**config.mk**
```make
export PLATFORM = sky130hd
export DESIGN_NAME = mem_burst_sched
export DESIGN_NICKNAME = d
export VERILOG_FILES = /design/src/rtl/mem_burst_sched.sv
export SDC_FILE = /design/constraint.sdc
export NUM_CORES = 1
export LEC_CHECK = 0
export CORE_UTILIZATION = 36
export CTS_CLUSTER_DIAMETER = 80
export CTS_CLUSTER_SIZE = 16
export DETAILED_ROUTE_END_ITERATION = 8
export PLACE_DENSITY = 0.81
export SYNTH_ARGS = -nofsm -noshare
export SYNTH_HDL_FRONTEND = slang
export SYNTH_SLANG_ARGS = --single-unit
```
**constraint.sdc**
```tcl
create_clock -name clk -period 1.5 [get_ports clk]
set_input_delay 0.15 -clock clk [delete_from_list [all_inputs] [get_ports clk]]
set_output_delay 0.15 -clock clk [all_outputs]
set_load 0.03 [all_outputs]
```
**src/rtl/mem_burst_sched.sv**
```systemverilog
// Burst scheduler between ADC capture (memory writes) and filter input (memory reads).
// Latency: grant -> cmd_valid 1 cycle; last beat -> addr_up pulse 1 cycle; >=1 IDLE cycle between bursts.
// Backpressure: cmd_valid held until cmd_ready; optional watchdog via `define MEM_SCHED_TIMEOUT_EN.
module mem_burst_sched #(
    parameter int ADDR_W    = 25,
    parameter int LVL_W     = 10,
    parameter int BURST_LEN = 256
`ifdef MEM_SCHED_TIMEOUT_EN
    ,
    parameter int TIMEOUT_CYC = 4096
`endif
) (
    input  logic              clk,
    input  logic              reset,
    input  logic [LVL_W-1:0]  wr_fifo_level,
    input  logic [LVL_W-1:0]  rd_fifo_space,
    input  logic [ADDR_W-1:0] wr_addr,
    input  logic [ADDR_W-1:0] rd_addr,
    input  logic              read_en,
    output logic              cmd_valid,
    input  logic              cmd_ready,
    output logic              cmd_wr,
    output logic [ADDR_W-1:0] cmd_addr,
    input  logic              mem_beat,
    output logic              wr_addr_up,
    output logic              rd_addr_up,
    output logic              frist_block,
    output logic              busy,
    output logic              err
);

    typedef enum logic [1:0] {S_IDLE, S_REQ, S_BURST, S_UPDATE} state_t;

    localparam logic [LVL_W-1:0] BURST_LVL = LVL_W'(BURST_LEN);
    localparam logic [LVL_W-1:0] LAST_BEAT = LVL_W'(BURST_LEN - 1);

    state_t              state_q, state_d;
    logic [LVL_W-1:0]    beat_cnt_q, beat_cnt_d;
    logic                last_wr_q, last_wr_d;     // last_grant: 1 = WRITE, 0 = READ
    logic                cmd_wr_q, cmd_wr_d;
    logic [ADDR_W-1:0]   cmd_addr_q, cmd_addr_d;
    logic                frist_block_q, frist_block_d;
    logic                wd_expire;

    // Pending terms only matter in IDLE; REQ/BURST ignore them entirely.
    logic wr_pend, rd_pend, grant_wr;
    assign wr_pend  = wr_fifo_level >= BURST_LVL;
    assign rd_pend  = read_en & ~frist_block_q & (rd_fifo_space >= BURST_LVL);
    // On a tie, alternate away from the previous grant (reset value READ makes the first tie a write).
    assign grant_wr = wr_pend & (~rd_pend | ~last_wr_q);

`ifdef MEM_SCHED_TIMEOUT_EN
    localparam int WD_W = $clog2(TIMEOUT_CYC + 1);
    localparam logic [WD_W-1:0] WD_LAST = WD_W'(TIMEOUT_CYC - 1);

    logic [WD_W-1:0] wd_cnt_q, wd_cnt_d;
    logic            err_q, err_d;
    logic            wd_active, wd_kick;

    assign wd_active = (state_q == S_REQ) || (state_q == S_BURST);
    assign wd_kick   = cmd_ready | mem_beat;
    assign wd_expire = wd_active & ~wd_kick & (wd_cnt_q == WD_LAST);

    // Watchdog: count stalled cycles in REQ/BURST, restart on any handshake or beat.
    always_comb begin
        wd_cnt_d = '0;
        err_d    = err_q | wd_expire;
        if (wd_active && !wd_kick && !wd_expire) begin
            wd_cnt_d = wd_cnt_q + 1'b1;
        end
    end

    // Watchdog state; err is sticky until reset.
    always_ff @(posedge clk) begin
        if (reset) begin
            wd_cnt_q <= '0;
            err_q    <= 1'b0;
        end else begin
            wd_cnt_q <= wd_cnt_d;
            err_q    <= err_d;
        end
    end

    assign err = err_q;
`else
    assign wd_expire = 1'b0;
    assign err       = 1'b0;
`endif

    // Next-state logic: grant in IDLE, handshake in REQ, beat counting in BURST, one-cycle UPDATE.
    always_comb begin
        state_d       = state_q;
        beat_cnt_d    = beat_cnt_q;
        last_wr_d     = last_wr_q;
        cmd_wr_d      = cmd_wr_q;
        cmd_addr_d    = cmd_addr_q;
        frist_block_d = frist_block_q;
        case (state_q)
            S_IDLE: begin
                if (wr_pend || rd_pend) begin
                    state_d    = S_REQ;
                    cmd_wr_d   = grant_wr;
                    last_wr_d  = grant_wr;
                    cmd_addr_d = grant_wr ? wr_addr : rd_addr;
                end
            end
            S_REQ: begin
                // A beat coinciding with the handshake is not part of the count.
                if (cmd_ready) begin
                    state_d = S_BURST;
                end
            end
            S_BURST: begin
                if (mem_beat) begin
                    if (beat_cnt_q == LAST_BEAT) begin
                        beat_cnt_d = '0;
                        state_d    = S_UPDATE;
                    end else begin
                        beat_cnt_d = beat_cnt_q + 1'b1;
                    end
                end
            end
            S_UPDATE: begin
                // Once any write has landed, reads are allowed for good.
                if (cmd_wr_q) begin
                    frist_block_d = 1'b0;
                end
                state_d = S_IDLE;
            end
            default: state_d = S_IDLE;
        endcase
        // A stalled transfer is abandoned with no address advance.
        if (wd_expire) begin
            state_d    = S_IDLE;
            beat_cnt_d = '0;
        end
    end

    // Scheduler state registers; reset discards any partial burst.
    always_ff @(posedge clk) begin
        if (reset) begin
            state_q       <= S_IDLE;
            beat_cnt_q    <= '0;
            last_wr_q     <= 1'b0;
            cmd_wr_q      <= 1'b0;
            cmd_addr_q    <= '0;
            frist_block_q <= 1'b1;
        end else begin
            state_q       <= state_d;
            beat_cnt_q    <= beat_cnt_d;
            last_wr_q     <= last_wr_d;
            cmd_wr_q      <= cmd_wr_d;
            cmd_addr_q    <= cmd_addr_d;
            frist_block_q <= frist_block_d;
        end
    end

    // Outputs decode directly from registered state, so pulses are exclusive by construction.
    assign cmd_valid   = (state_q == S_REQ);
    assign cmd_wr      = cmd_wr_q;
    assign cmd_addr    = cmd_addr_q;
    assign wr_addr_up  = (state_q == S_UPDATE) &  cmd_wr_q;
    assign rd_addr_up  = (state_q == S_UPDATE) & ~cmd_wr_q;
    assign frist_block = frist_block_q;
    assign busy        = (state_q != S_IDLE);

endmodule
```
# [Yosys cells after proc, flatten, opt, wreduce, memory -nomap -nowiden]
# Index checks and enable logic that the tools add are counted.
[word_totals] regBits=39 latch_bits=0 mem_bits_rw=0 romBits=0 input_bits=75 output_inout_bits=32 elab_cells=39 n_memories=0
[op_classes] addsub=1 multipliers=0 div=0 order_cmp=2 eq_ne=8 shifts=0 n_mux=7 n_bitwise=9 reduce_logical=7
[op_table] operator="$mux W25" n=1
[op_table] operator="$ge A10 B9 Y1 const B" n=2
[op_table] operator="$add A10 B1 Y10 const B" n=1
[op_table] operator="$eq A10 B8 Y1 const B" n=1
[op_table] operator="$mux W10" n=1
[op_table] operator="$mux W2" n=4
[op_table] operator="$pmux W2 S4" n=1
[op_table] operator="$ne A2 B2 Y1 const B" n=3
[op_table] operator="$reduce_and A2 Y1" n=3
[op_table] operator="$and A1 B1 Y1" n=5
[op_table] operator="$eq A2 B2 Y1 const B" n=2
[op_table] operator="$reduce_and A4 Y1" n=1
[op_table] operator="$not A1 Y1" n=3
[op_table] operator="$eq A2 B1 Y1 const B" n=1
[op_table] operator="$logic_not A2 Y1" n=1
[op_table] operator="$ne A2 B1 Y1 const B" n=1
[op_table] operator="$reduce_bool A2 Y1" n=1
[op_table] operator="$logic_or A1 B1 Y1" n=1
[op_table] operator="$or A1 B1 Y1" n=1

# [Longest topological paths before layout]
# Gate-level depths: netlist of the first run.
[logic_depth] word_depth=7 depth_mapped=6 ltp_nobuf=6

# [Least setup slack after synthesis of the first run]
# OpenSTA, ideal clock, no wires.
[synth_timing] path_type="flip-flop to flip-flop" start="register state_q[0]" end="register state_q[0]" setup_time_ns=0.086 arrival_time_ns=1.503 required_ns=1.414 setup_slack_ns=-0.089 stages_incl_launch_ff=7 path_buffers=1 period_less_slack_ns=1.589 path_cell_list="dfxtp_1 -> inv_1 -> ha_1 -> clkbuf_1 -> inv_1 -> o22a_1 -> a221oi_2"
[synth_between] elab_chain_cells=3 word_cells_on_any_way=10 cone_classes="7 x eq/ne; 1 x mux; 2 x reduce/logical"
[synth_lines] element="start: declaration" line="37" text="state_t state_q, state_d;"
[synth_lines] element="start signal: assignment" line="149" text="state_q <= state_d;"
[synth_lines] element="$eq A2 B2 Y1 (tied with other cells)" line="98" text="case (state_q)"
[synth_lines] element="$ne A2 B2 Y1 (no line) or $ne A2 B1 Y1 (tied branches)"
[synth_lines] element="$reduce_and A4 Y1 (no line)"
# Parallel ways exist; a longest one is shown, timed or not.
# A chain may end at the register's enable or synchronous reset.

# [Final worst setup path of the first run]
[layout_timing] start="register beat_cnt_q[1]" end="register state_q[0]"
[layout_between] elab_chain_cells=3
[layout_lines] element="start: declaration" line="38" text="logic [LVL_W-1:0] beat_cnt_q, beat_cnt_d;"
[layout_lines] element="start signal: assignment" line="150" text="beat_cnt_q <= beat_cnt_d;"
[layout_lines] element="$eq A10 B8 Y1" line="115" text="if (beat_cnt_q == LAST_BEAT) begin"
[layout_lines] element="$ne A2 B2 Y1 (no line)"
[layout_lines] element="$reduce_and A4 Y1 (no line)"
# Every way passes these cells.

==> impl_results.md, run 1 <==
- Synth Cell Area: just over 2000 um^2
- Leakage: 1.53 nW
- Core footprint: approximately 5500 um^2
- Combinational share of power: between 50% and 60%
- Peak Freq: between 600 and 700 MHz
- Data required, critical path: 1.70 ns
- Sequential Area: about 790 um^2
- Worst-path clk slew: roughly 0.08 ns
- Total GRT Usage: roughly 17%
- Cell Area, Placed: between 3000 and 4000 um^2
- Port-buffer cells: 89
- Mapped Nets: 289
- Share of layout cells above drive strength 1: 26.4%
- Hold crit path type: input pin to register
- Chip height: 77.8 um
- Fraction of power spent switching nets: roughly two fifths
- Routed WL: approximately 5700 um
- Setup TNS Final: 0 ns
- Top FF cell, synth: dfxtp_1
- WP buf/inv: 0
- Sequential fraction of the synthesis area: a little under two fifths
- Final setup vio count: 0
- Final Max Tran Viols: 0
- Post-synth EDFFs: 0
- Cts-stage hold buffer count: 0
- Fill count: 475
- Initial antenna violation count: 0
- Util after Layout: 61.6%
- I/O pins: around 110
- Area growth, synth to finish: 65.0%
- Via-to-Cell Ratio: 5.06
- Worst skew pair latency: a little under 0.3 ns
- Worst hold path startpoint: reset
- Final net count: roughly 390
- Number of synthesized register bits: 39
- Area share of the largest cell type after synthesis: around 38%
- Post-synth cell types: 38
- Worst hold path depth: 2
- Worst Hold End: beat_cnt_q[6]
- FP Rows: 27
- CTS tree: built
- Worst vdd ir: 0.00109 V
- Via count: around 1.9k
- Clock power frac: 20.6%
- Root buf cell: clkbuf_8
- WP data arrival: between 1.5 and 2 ns
- Max stage delay on crit path: 0.37 ns
- Register share of total power: 28.6%
- Number of buffers created by CTS: 5
- Initial Util: a little under two fifths
- Post-Syn Instances: about 210
- Clk buf depth: 2
- R2R Setup Slk: roughly 0.019 ns
- Worst-path fanout max: 3
- First-pass DRT Iterations: 4
- PwrDens: roughly 1500 nW/um^2
- FF-to-FF End: state_q[0]
- Avg Cell Area, Syn: approximately 9.9 um^2
- H-tree levels: 2
- Reg2reg path depth: 5
- Final period util: a little over nine tenths
- NetSw: between 1.5 and 2 mW
- First-pass GRT wire length: 8320 um
- Worst flop-to-flop path startpoint: beat_cnt_q[1]
- Max_cap viols: 0
- Die area: between 6000 and 7000 um^2
- Slowest library cell on the worst path: dfxtp_4
- Hpwl dp: 3810 um
- DIE WIDTH: 77.8 um
- Synthesis Warnings: 0
- Vias in the first global route: ~1.9k
- GR Overflow Total: 0
- Synth top area cells: dfxtp_1 38%, mux2i_1 13%, a211oi_2 12%
- Post-layout min period: around 1.5 ns
- # DRC: 0
- Largest net degree at the start of global routing: 27
- Initial drt markers: 32
- Internal power: just over 3 mW
- Multi-input logic area: between 1000 and 1500 um^2
- Antenna viol nets, final: 0
- Hold Violations, Final: 0
- GPL Wtd Cong: between 0.8 and 0.9
- Hold Slack: about 0.30 ns
- Diode count: 0
- RSZ-0062 raised after global routing: yes
- Clock Skew: between 0.007 and 0.008 ns
- Startpoint types: register
- Clock Sinks: 39
- Worst path cell trace: ha_4, nand4_1, o41ai_2, o221ai_2, a221oi_2
- FFs w/ async S/R, synth: 0%
- Area leader, netlist: dfxtp_1
- Critical path capture point type: register
- CP delay by family, top: compound AO/OA/AOI/OAI gates
- WL per Instance: approximately 15 um
- Status: finished clean
- Crit path kind: register to register
- Design Area, Final: about 3400 um^2
## placed cells by master, fill, tap and decap left out, types with 3 or more instances in the layout
master,synthesis,layout
dlymetal6s2s_1,0,14
a211oi_1,5,4
a21oi_1,29,29
nor2_1,11,10
dfxtp_2,0,3
a211oi_2,20,21
nand2_1,9,8
mux2i_1,26,21
nand3_1,3,3
inv_1,6,4
ha_1,6,3
dfxtp_1,39,35
clkbuf_8,0,5
buf_4,2,15
nand4_1,4,4
xnor2_1,3,3
buf_6,5,3
xor2_1,4,4
mux2i_2,0,4
nor3_1,3,3
clkdlybuf4s50_1,0,69
## sequential cells by signal, indices dropped and copies added, names as in the netlist
signal and cells:
cmd_addr 25, beat_cnt_q 10, state_q 2, cmd_wr 1, frist_block 1
## cell type report
type	count	share of cell area [%]
multi-input combinational	146	37.2
timing repair buffer	108	32.5
sequential	39	23.1
tap	72	2.64
clock buffer	6	2.13
clock inverter	2	1.76
inverter	6	0.660
## stage by stage
stage	worst slack [ns]	cells	power [mW]
after global placement	-0.279	367	3.88
final	0.0189	379	5.05
after floorplan	-0.0313	208	3.08
after global routing	-0.0717	379	5.33
after CTS	0.000714	376	5.03
after detailed placement	-0.311	367	3.93
## layer usage
layer,wire length [um],vias to the layer above,global-route usage [%]
li1,-,958,-
met1,2490,893,18.2
met2,2790,63,31.3
met3,415,2,6.94
met4,23,0,5.09
met5,0,-,0
## power groups by stage
stage          Sequential (mW)  Combinational, mW  Clock (mW)
2_1_floorplan             1.88               1.20           0
3_3_place_gp              1.46               2.42           0
3_5_place_dp              1.46               2.47           0
4_1_cts                   1.44               2.53        1.06
5_1_grt                   1.48               2.74        1.11
6_report                  1.44               2.57        1.04
## worst max-delay path by stage
| stage | from | end | slack (ns) | cells after the start |
|---|---|---|---|---|
| floorplan | state_q[0] | cmd_addr[0] | -0.03 | 6 |
| global placement | rd_fifo_space[8] | cmd_addr[10] | -0.28 | 6 |
| detailed placement | rd_fifo_space[8] | cmd_addr[19] | -0.31 | 6 |
| CTS | state_q[1] | cmd_valid | 0.0007 | 3 |
| global route | beat_cnt_q[1] | state_q[0] | -0.07 | 5 |
| finish | beat_cnt_q[1] | state_q[0] | 0.02 | 5 |
## synthesized netlist by cell type, types with 3 or more instances
| cell | n |
|---|---|
| mux2i_1 | 26 |
| nor3_1 | 3 |
| clkbuf_1 | 7 |
| nand4_1 | 4 |
| a21oi_1 | 29 |
| dfxtp_1 | 39 |
| inv_1 | 6 |
| a211oi_2 | 20 |
| a211oi_1 | 5 |
| nand2_1 | 9 |
| xnor2_1 | 3 |
| buf_6 | 5 |
| nand3_1 | 3 |
| ha_1 | 6 |
| xor2_1 | 4 |
| buf_2 | 3 |
| nor2_1 | 11 |
## cell families after synthesis
group           after synthesis  share of synthesized area [%]
other cells                   1                          0.181
compound gates               64                           25.9
flops                        39                           37.7
buf+inv                      24                           6.71
simple gates                 41                           10.3
fa+ha+maj                     6                           3.63
xor+xnor                      7                           2.96
mux                          26                           12.6
## repair_timing
item,CTS,global route
gates cloned,1,2
pin swaps,4,4
endpoints found under the setup margin,30,32
setup buffers,0,1
gates resized for setup,14,33
Note: power is estimated with default switching activity, not from simulation.
==> run 2: changes to the inputs <==
- CAP_MARGIN: not set -> 40
- CTS_CLUSTER_SIZE: 16 -> 10
==> results of run 2 <==
Final layout, timing and power as in run 1 (identical DEF).
==> run 3: changes to the inputs <==
- CORE_MARGIN: not set -> 1.5
==> impl_results.md, run 3 (synthesized netlist as in run 1, its figures left out) <==
- WP data arrival: approximately 1.3 ns
- Combinational share of power: between 50 and 60%
- Sequential Area: roughly 790 um^2
- CP delay by family, top: buffers and inverters
- Core footprint: 5540 um^2
- Port-buffer cells: between 80 and 90
- DIE WIDTH: 78.8 um
- Final setup vio count: 0
- Initial Util: between 30% and 40%
- Number of buffers created by CTS: 5
- Met1 WL: between 2000 and 3000 um
- Data required, critical path: between 1 and 1.5 ns
- Clock Sinks: 39
- Worst-margin pin slew: a little over 0.5 ns
- Root buf cell: clkbuf_8
- Fraction of power spent switching nets: 40.1%
- First-pass DRT Iterations: 4
- Via-to-Cell Ratio: 5.05
- Routed WL: 5940 um
- Crit path kind: register to output pin
- Fill count: between 400 and 500
- Diode count: 0
- Met2 wire length: a little under 3000 um
- Clk buf depth: 2
- Die area: 6210 um^2
- Critical path capture point type: output pin
- Crit. Startpoint: cmd_addr[2]
- H-tree levels: 2
- Cell Area, Placed: between 3000 and 4000 um^2
- Multi-input logic area: 1270 um^2
- Worst skew pair latency: between 0.2 and 0.3 ns
- Met3 routed WL: roughly 380 um
- Final Max Tran Viols: 0
- Worst-path fanout max: 2
- I/O pins: between 100 and 150
- Via count: 1948
- Slew margin rel.: 65.8%
- Final net count: ~400
- Share of layout cells above drive strength 1: about 28%
- Chip height: between 70 and 80 um
- Max stage delay on crit path: between 0.6 and 0.7 ns
- Max_cap viols: 0
- Startpoint types: register
- Most common cell after layout, fill and taps aside: clkdlybuf4s50_1
- Clock power frac: between 10% and 20%
- Leakage: 1.44 nW
- Commonest non-fill, non-tap cells in the layout: 77 x clkdlybuf4s50_1, 34 x dfxtp_1, 29 x a21oi_1
- # DRC: 0
- Initial drt markers: 56
- WL per Instance: ~15 um
- Register share of total power: 28.9%
- Internal power: 2.98 mW
- Hold Violations, Final: 0
- Hold crit path type: input pin to register
- First-pass GRT wire length: just under 9000 um
- Top sig layer: met4
- Slowest library cell on the worst path: clkdlybuf4s50_1
- Total GRT Usage: 17.8%
- Worst vdd ir: around 0.0011 V
- Final period util: a little over nine tenths
- Area growth, synth to finish: 67.0%
- GR Overflow Total: 0
- Worst flop-to-flop path startpoint: beat_cnt_q[1]
- Worst-path clk slew: 0.08 ns
- Vias in the first global route: roughly 1.9k
- Largest net degree at the start of global routing: 30
- Hpwl dp: 3880 um
- Worst path cell trace: clkdlybuf4s50_1
- Status: finished clean
- Initial antenna violation count: 0
- PwrDens: 1440 nW/um^2
- Clock Skew: just over 0.007 ns
- GPL Wtd Cong: ~0.86
- Util after Layout: about 62%
- Worst hold path startpoint: reset
- CTS tree: built
- FP Rows: 27
- Antenna viol nets, final: 0
- Peak Freq: 685 MHz
- Design Area, Final: about 3500 um^2
- Post-layout min period: around 1.5 ns
- Max reg flops: 25
- NetSw: 1.99 mW
- WP buf/inv: 1
-- run 3: what timing repair did --
| item | in CTS | in global routing |
|---|---|---|
| gates cloned | 3 | 3 |
| hold buffers | 0 | 0 |
| setup buffers | 1 | 0 |
| pin swaps | 2 | 3 |
| gates resized for setup | 20 | 22 |
| endpoints found under the setup margin | 31 | 38 |
-- run 3: final timing paths --
path,cells after the start,slack (ns),end
setup / recovery,1,0.04,cmd_addr[2]
hold / removal,2,0.31,beat_cnt_q[9]
setup reg to reg,5,0.05,state_q[0]
hold reg to reg,2,0.49,beat_cnt_q[1]
-- run 3: metal layers --
metal,GRT usage (%),up-vias
li1,-,968
met5,0,-
met3,4.37,4
met2,32.2,66
met1,21.0,910
met4,4.39,0
-- run 3: power by group through the flow --
stage / Clock [mW] / Combinational [mW] / Sequential, mW
6_report: 0.864 / 2.67 / 1.44
5_1_grt: 0.929 / 2.84 / 1.46
4_1_cts: 0.889 / 2.60 / 1.43
3_5_place_dp: 0 / 2.52 / 1.45
3_3_place_gp: 0 / 2.46 / 1.44
2_1_floorplan: 0 / 1.20 / 1.88
-- run 3: per-stage QoR --
stage                     setup slack [ns]  cells  setup TNS, ns  power [mW]  hold slack [ns]
after floorplan                    -0.0313    208         -0.588        3.08            0.318
after global placement              -0.325    371          -8.56        3.91            0.448
after detailed placement            -0.406    371         -10.53        3.97            0.453
after CTS                         0.000179    383              0        4.92            0.323
after global routing               -0.0145    386        -0.0312        5.23            0.349
final                               0.0391    386              0        4.97            0.315
-- run 3: area by class of cell --
type / count / share of cell area (%)
multi-input cells: 148 / 36.7
flip-flops and latches: 39 / 22.8
inverters: 6 / 0.651
repair buffers: 113 / 34.0
well taps: 72 / 2.61
clock inverters: 3 / 1.27
clock buffers: 5 / 1.99
